File: config.mk
export PLATFORM = sky130hd
export DESIGN_NAME = axi_sram_slave
export DESIGN_NICKNAME = d
export VERILOG_FILES = /design/src/rtl/axi_sram_pkg.sv /design/src/rtl/axi_sram_slave.sv
export SDC_FILE = /design/constraint.sdc
export NUM_CORES = 1
export LEC_CHECK = 0
export BUFFER_PORTS_ARGS = -buffer_cell sky130_fd_sc_hd__buf_2
export CORE_AREA = 2 2 136 138
export CTS_BUF_LIST = sky130_fd_sc_hd__clkbuf_16
export DETAILED_ROUTE_END_ITERATION = 7
export DIE_AREA = 0 0 138 140
export GPL_TIMING_DRIVEN = 0
export PLACE_DENSITY_LB_ADDON = 0.25
export SYNTH_ARGS = -nofsm -noshare
export SYNTH_HDL_FRONTEND = slang
export SYNTH_SLANG_ARGS = --single-unit
File: constraint.sdc
create_clock -name clk -period 4.3 [get_ports clk]
set_clock_uncertainty 0.2 [all_clocks]
set_input_delay 0.86 -clock clk [delete_from_list [all_inputs] [get_ports clk]]
set_output_delay 0.86 -clock clk [all_outputs]
set_load 0.01 [all_outputs]
File: src/rtl/axi_sram_pkg.sv
// Shared definitions for the AXI-to-SRAM burst slave.
// Provides the controller state encoding, the default burst geometry
// (a 256-bit cache line moved as four 64-bit beats) and the AXI widths
// that match the core's master port.
package axi_sram_pkg;

  localparam int AXI_DATA_W  = 64;
  localparam int AXI_ADDR_W  = 32;
  localparam int BURST_LEN   = 4;
  localparam int BURST_CNT_W = (BURST_LEN > 1) ? $clog2(BURST_LEN) : 1;

  typedef enum logic [2:0] {
    ST_IDLE,
    ST_RD_ISSUE,
    ST_RD_CAPT,
    ST_RD_HOLD,
    ST_WR_DATA
  } state_e;

endpackage

File: src/rtl/axi_sram_slave.sv
// Memory-side slave for the core's simplified AXI port (AR/R and AW/W only,
// fixed-length bursts, no id/len/last/B). Each burst is serialised onto a
// single-port synchronous SRAM with one cycle of read latency.
//
// Ports:
//   clk, rst         clock, asynchronous active-high reset
//   ar_addr/valid/ready        read burst start byte address handshake
//   r_valid/ready, r_data      read beats
//   aw_addr/valid/ready        write burst start byte address handshake
//   w_data/valid/ready         write beats
//   mem_en, mem_we, mem_addr, mem_wdata, mem_rdata   SRAM port
module axi_sram_slave
  import axi_sram_pkg::*;
#(
  parameter int DATA_W      = AXI_DATA_W,
  parameter int ADDR_W      = AXI_ADDR_W,
  parameter int MEM_AW      = 16,
  parameter int BURST_BEATS = BURST_LEN
) (
  input  logic              clk,
  input  logic              rst,
  input  logic [ADDR_W-1:0] ar_addr,
  input  logic              ar_valid,
  output logic              ar_ready,
  output logic              r_valid,
  input  logic              r_ready,
  output logic [DATA_W-1:0] r_data,
  input  logic [ADDR_W-1:0] aw_addr,
  input  logic              aw_valid,
  output logic              aw_ready,
  input  logic [DATA_W-1:0] w_data,
  input  logic              w_valid,
  output logic              w_ready,
  output logic              mem_en,
  output logic              mem_we,
  output logic [MEM_AW-1:0] mem_addr,
  output logic [DATA_W-1:0] mem_wdata,
  input  logic [DATA_W-1:0] mem_rdata
);

  localparam int BEAT_W = (BURST_BEATS > 1) ? $clog2(BURST_BEATS) : 1;
  localparam int WORD_W = ADDR_W - 3;
  localparam logic [BEAT_W-1:0] LAST_BEAT = BEAT_W'(BURST_BEATS - 1);

  state_e            state_q, state_d;
  logic [BEAT_W-1:0] beat_q, beat_d;
  logic [WORD_W-1:0] base_q, base_d;
  logic [DATA_W-1:0] rdata_q, rdata_d;

  // Byte offsets within a word are ignored; this keeps them visibly consumed.
  logic unused_ofs;
  assign unused_ofs = ^{ar_addr[2:0], aw_addr[2:0]};

  // The SRAM index is the low MEM_AW bits of the word address, so a burst
  // running past the top of the array wraps to word 0.
  assign mem_addr  = MEM_AW'(base_q + WORD_W'(beat_q));
  assign mem_wdata = w_data;
  assign r_data    = rdata_q;

  always_comb begin
    state_d  = state_q;
    beat_d   = beat_q;
    base_d   = base_q;
    rdata_d  = rdata_q;
    ar_ready = 1'b0;
    aw_ready = 1'b0;
    w_ready  = 1'b0;
    r_valid  = 1'b0;
    mem_en   = 1'b0;
    mem_we   = 1'b0;

    // All handshake and SRAM strobes are forced low while reset is held.
    if (!rst) begin
      unique case (state_q)
        ST_IDLE: begin
          aw_ready = 1'b1;
          // Writes win a tie so a dirty writeback lands before its refill.
          ar_ready = !aw_valid;
          if (aw_valid) begin
            base_d  = aw_addr[ADDR_W-1:3];
            beat_d  = '0;
            state_d = ST_WR_DATA;
          end else if (ar_valid) begin
            base_d  = ar_addr[ADDR_W-1:3];
            beat_d  = '0;
            state_d = ST_RD_ISSUE;
          end
        end
        ST_RD_ISSUE: begin
          mem_en  = 1'b1;
          state_d = ST_RD_CAPT;
        end
        ST_RD_CAPT: begin
          // SRAM data is valid one cycle after the issue.
          rdata_d = mem_rdata;
          state_d = ST_RD_HOLD;
        end
        ST_RD_HOLD: begin
          r_valid = 1'b1;
          if (r_ready) begin
            if (beat_q == LAST_BEAT) begin
              beat_d  = '0;
              state_d = ST_IDLE;
            end else begin
              beat_d  = beat_q + 1'b1;
              state_d = ST_RD_ISSUE;
            end
          end
        end
        ST_WR_DATA: begin
          w_ready = 1'b1;
          mem_en  = w_valid;
          mem_we  = w_valid;
          if (w_valid) begin
            if (beat_q == LAST_BEAT) begin
              beat_d  = '0;
              state_d = ST_IDLE;
            end else begin
              beat_d = beat_q + 1'b1;
            end
          end
        end
        default: state_d = ST_IDLE;
      endcase
    end
  end

  always_ff @(posedge clk or posedge rst) begin
    if (rst) begin
      state_q <= ST_IDLE;
      beat_q  <= '0;
      base_q  <= '0;
      rdata_q <= '0;
    end else begin
      state_q <= state_d;
      beat_q  <= beat_d;
      base_q  <= base_d;
      rdata_q <= rdata_d;
    end
  end

endmodule

Word level (Yosys, flattened, before mapping)
Cells that the tools add are included.

Add/sub/neg operators: 2. Multiply operators: 0. Div/mod/pow operators: 0. $lt $le $gt $ge: 0. Equality and inequality tests: 9. Shift operators: 0. Mux-type cells: 27. Bitwise gates (word level): 1. Reduce and logical (&&, ||, !) cells: 8.

Operators by type and width (count): two-way mux 16 bit (2); adder 16 x 2 -> 16 bit (1); two-way mux 3 bit (5); case mux 3 bit (5 select lines) (1); two-way mux 1 bit (12); two-way mux 2 bit (5); AND reduction 5 bit (2); equality test 3 x 2 -> 1 bit (second input constant) (2); != test 2 bit (second input constant) (3); case mux 2 bit (3 select lines) (1); equality test 3 x 1 -> 1 bit (second input constant) (1); equality test 3 bit (second input constant) (1); logical NOT 3 bit (1); != test 3 bit (second input constant) (1); AND reduction 3 bit (1); nonzero test 3 bit (1); adder 2 x 1 -> 2 bit (second input constant) (1); equality test 2 bit (second input constant) (1); case mux 1 bit (2 select lines) (1); AND reduction 2 bit (1); nonzero test 2 bit (1); logical NOT 1 bit (1); inverter 1 bit (1).

Bits in registers: 85. Bits in latches: 0. Memory bits (writable): 0. Bits in read-only memories: 0. Bits of input ports: 198. Output and inout bits: 150. Word-level logic and storage cells: 51. Memories: 0.

Depth between registers and ports, before layout
Word-level depth: 4. Depth in mapped cells: 7. Depth with buffers taken out: 7.

Least setup slack after synthesis
Ideal clock, no wire load.

Path kind: register to output. From: register beat_q[0]. To: output port mem_addr[10]. Arrival time: 1.706 ns. Data required time: 3.240 ns. Path slack: 1.534 ns. Stages on the path, launching flop included: 8. Path buffers: 0. Path through: dfrtp_1 > ha_1 > inv_1 > fa_1 > nor2b_1 > and3_1 > nand4_1 > xnor2_1.

Longest elaborated chain between the ends: 1.

Ends and longest elaborated chain: start: declaration (line axi_sram_slave.sv:46) `logic [BEAT_W-1:0] beat_q, beat_d;`; start signal: assignment (line axi_sram_slave.sv:136) `beat_q <= beat_d;`; adder 16 x 2 -> 16 bit (line axi_sram_slave.sv:56) `assign mem_addr = MEM_AW'(base_q + WORD_W'(beat_q));`; end: declaration (line axi_sram_slave.sv:36) `output logic [MEM_AW-1:0] mem_addr,`.

No other way between the ends.

Worst setup path in the final report
From: register beat_q[0]. To: output port mem_addr[14].

Same word-level chain as after synthesis.

==> summary.txt <==
Outcome
  • Status: complete, no violations

Placed design
  • Dpl cells: 838
  • Setup WS pre-CTS: 1260 ps
  • Dpl hpwl: 9.10 mm
  • Placer Congestion: 0.755
  • IO buf count: 251

Synthesis
  • Main synth FF type: dfrtp_1
  • Post-synth EDFFs: 0
  • Top cells by area, synth: dfrtp_1 49%, mux2_2 16%, buf_4 12%
  • Post-synthesis async set-or-reset flop share: 1.00
  • Post-Synthesis Cells: 357
  • Cell type with the highest aggregate area in the netlist: dfrtp_1
  • Post-synthesis cell area: 0.00438 mm2
  • Syn Nets: 559
  • Synth top area share: 0.486
  • Most frequent cell after synthesis: dfrtp_1
  • Count of cell types in the netlist: 42
  • Synth Register Bits: 85
  • Syn_area_per_cell: 12.3 um2
  • Post-synthesis sequential area ratio: 0.486
  • Commonest cells post-synth: 85 x dfrtp_1, 71 x buf_4, 64 x mux2_2
  • Synth warn: 0

Clock network
  • CTS Buffer Depth: 2
  • Clock Latency Late Sink: 330 ps
  • CTS clock-pin slew for the worst setup and hold paths: 70 ps
  • CTS tree: done
  • Post-CTS setup repair buffer count: 0
  • Resized Gates After CTS: 0
  • CTS buffer count: 9
  • CTS root buf: clkbuf_16
  • Number of H-tree levels: 3
  • Hold buffers post-CTS: 0
  • Clk sinks: 85

Floorplanning
  • IO Pins: 348
  • Die area: 0.0193 mm2
  • Starting density of the core: 0.246
  • Placement row count: 49
  • Die H: 140 um
  • Die Wd: 138 um
  • Core Area: 0.0178 mm2

Route
  • Remaining antenna violation count after routing: 0
  • 1st-pass router iterations: 4
  • Wire per inst: 13.3 um
  • Post-DR vias/cell: 4.16
  • WL final: 11.4 mm
  • DR iter-0 viols: 58
  • DR vias: 3,556
  • Remaining DRCs: 0

Timing
  • Max_slew headroom: 0.653
  • RSZ-0062 raised after global routing: false
  • Actual slew at the worst max-slew pin: 521 ps
  • Endpoints failing setup: 0
  • WHS: 301 ps
  • Setup ws final: 921 ps
  • Min Clock Period, post-route: 3380 ps
  • Fmax achieved: 296 MHz
  • Final slew viol count: 0
  • Final period util: 0.786
  • Final count of hold timing violations: 0

Global route
  • Initial antenna violation count: 0
  • GR Util All Layers: 0.114
  • Global-route wire length before repair: 17.8 mm
  • Largest net degree at the start of global routing: 48
  • Vias in the first global route: 3,555
  • Grt total ovfl: 0

Critical path
  • CP arrival: 2320 ps
  • CP endpoint kind: output pin
  • Worst setup SP type: flip-flop
  • Critical path fanouts, max: 4
  • CP required: 3240 ps
  • Kind of critical path: flip-flop to output pin

Hold path
  • Hold Path Class: flip-flop to flip-flop

Power
  • Cell Int Power: 2.03 mW
  • Leak Pwr: 3.53 nW
  • Logic pwr share: 0.366
  • Seq pwr share: 0.377
  • Clock Power Share: 0.257
  • VDD IR-drop max: 0.196 mV
  • Sw power: 1.06 mW
  • Pwr dens: 495 mW/mm2
  • Sw Ratio: 0.343

Cells and area
  • Final nets: 822
  • Share of cells above drive strength 1: 0.686
  • Finished Layout Cells: 854
  • Synthesis-to-layout area growth: 42.9%
  • Final core utilization: 0.352
  • Number of diodes: 0

Run
  • Max capacitance violation total: 0
[cell usage in the layout, fill, tap and decap left out, types with 6 or more instances in the layout]
cell / n
xnor2_1: 11
mux2i_1: 18
clkbuf_16: 9
buf_4: 71
nand2_1: 6
buf_2: 254
mux2_2: 64
a21oi_2: 14
dfrtp_1: 85
inv_1: 8
nor2_1: 17
[per-layer routing]
layer	share of wire	GRT usage
met1	0.37	0.117
met3	0.093	0.0448
met2	0.51	0.207
met4	0.022	0.0462
met5	0	0
[per-stage QoR]
step / area [um2] / power (mW) / setup TNS (ps)
after floorplan: 4380 / 1.88 / 0
after global placement: 5920 / 2.30 / -12010
after detailed placement: 5950 / 2.33 / 0
after CTS: 6250 / 3.15 / 0
after global routing: 6250 / 3.31 / 0
final: 6250 / 3.10 / 0
[power groups by stage]
stage	sequential, mW	clock, mW	combinational [mW]
6_report	1.17	0.795	1.13
5_1_grt	1.19	0.863	1.25
4_1_cts	1.17	0.830	1.16
3_5_place_dp	1.18	0	1.15
3_3_place_gp	1.17	0	1.13
2_1_floorplan	1.20	0	0.676
[worst paths after layout]
kind	startpoint	endpoint	slack [ps]	cells past startpoint
min in group asynchronous	rst	state_q[1]	420	2
hold reg to reg	r_data[53]	r_data[53]	300	1
setup / recovery	beat_q[0]	mem_addr[14]	920	8
hold / removal	r_data[53]	r_data[53]	300	1
max in group asynchronous	rst	r_data[0]	2870	3
setup reg to reg	state_q[2]	r_data[14]	2270	5
[area by class of cell]
class	instances	area, um2
clock inverters	7	80.1
plain buffers	79	597
fillers	1804	11500
multi-input cells	184	1620
flip-flops and latches	85	2130
clock buffers	9	225
well taps	229	287
inverters	9	36.3
repair buffers	252	1280
[critical path, stage by stage, from the launching register on]
cell and delay [ps]:
dfrtp_1 400, ha_1 180, inv_1 50, fa_1 390, nor2b_1 220, and3_1 270, nor2b_1 170, xnor2_1 140
buf_2 160
[logic make-up after synthesis]
logic type	after synthesis	synth area share
multiplexers	83	0.208
AO/OA/AOI/OAI	28	0.0486
AND/OR/NAND/NOR	55	0.0718
buffers and inverters	88	0.144
XOR/XNOR	14	0.0280
flip-flops	85	0.486
adder cells (fa/ha/maj)	4	0.0132
[registers in the layout, indices dropped and copies added (netlist names)]
| signal | flops |
|---|---|
| base_q | 16 |
| r_data | 64 |
| beat_q | 2 |
| state_q | 3 |
Note: power is estimated with default switching activity, not from simulation.
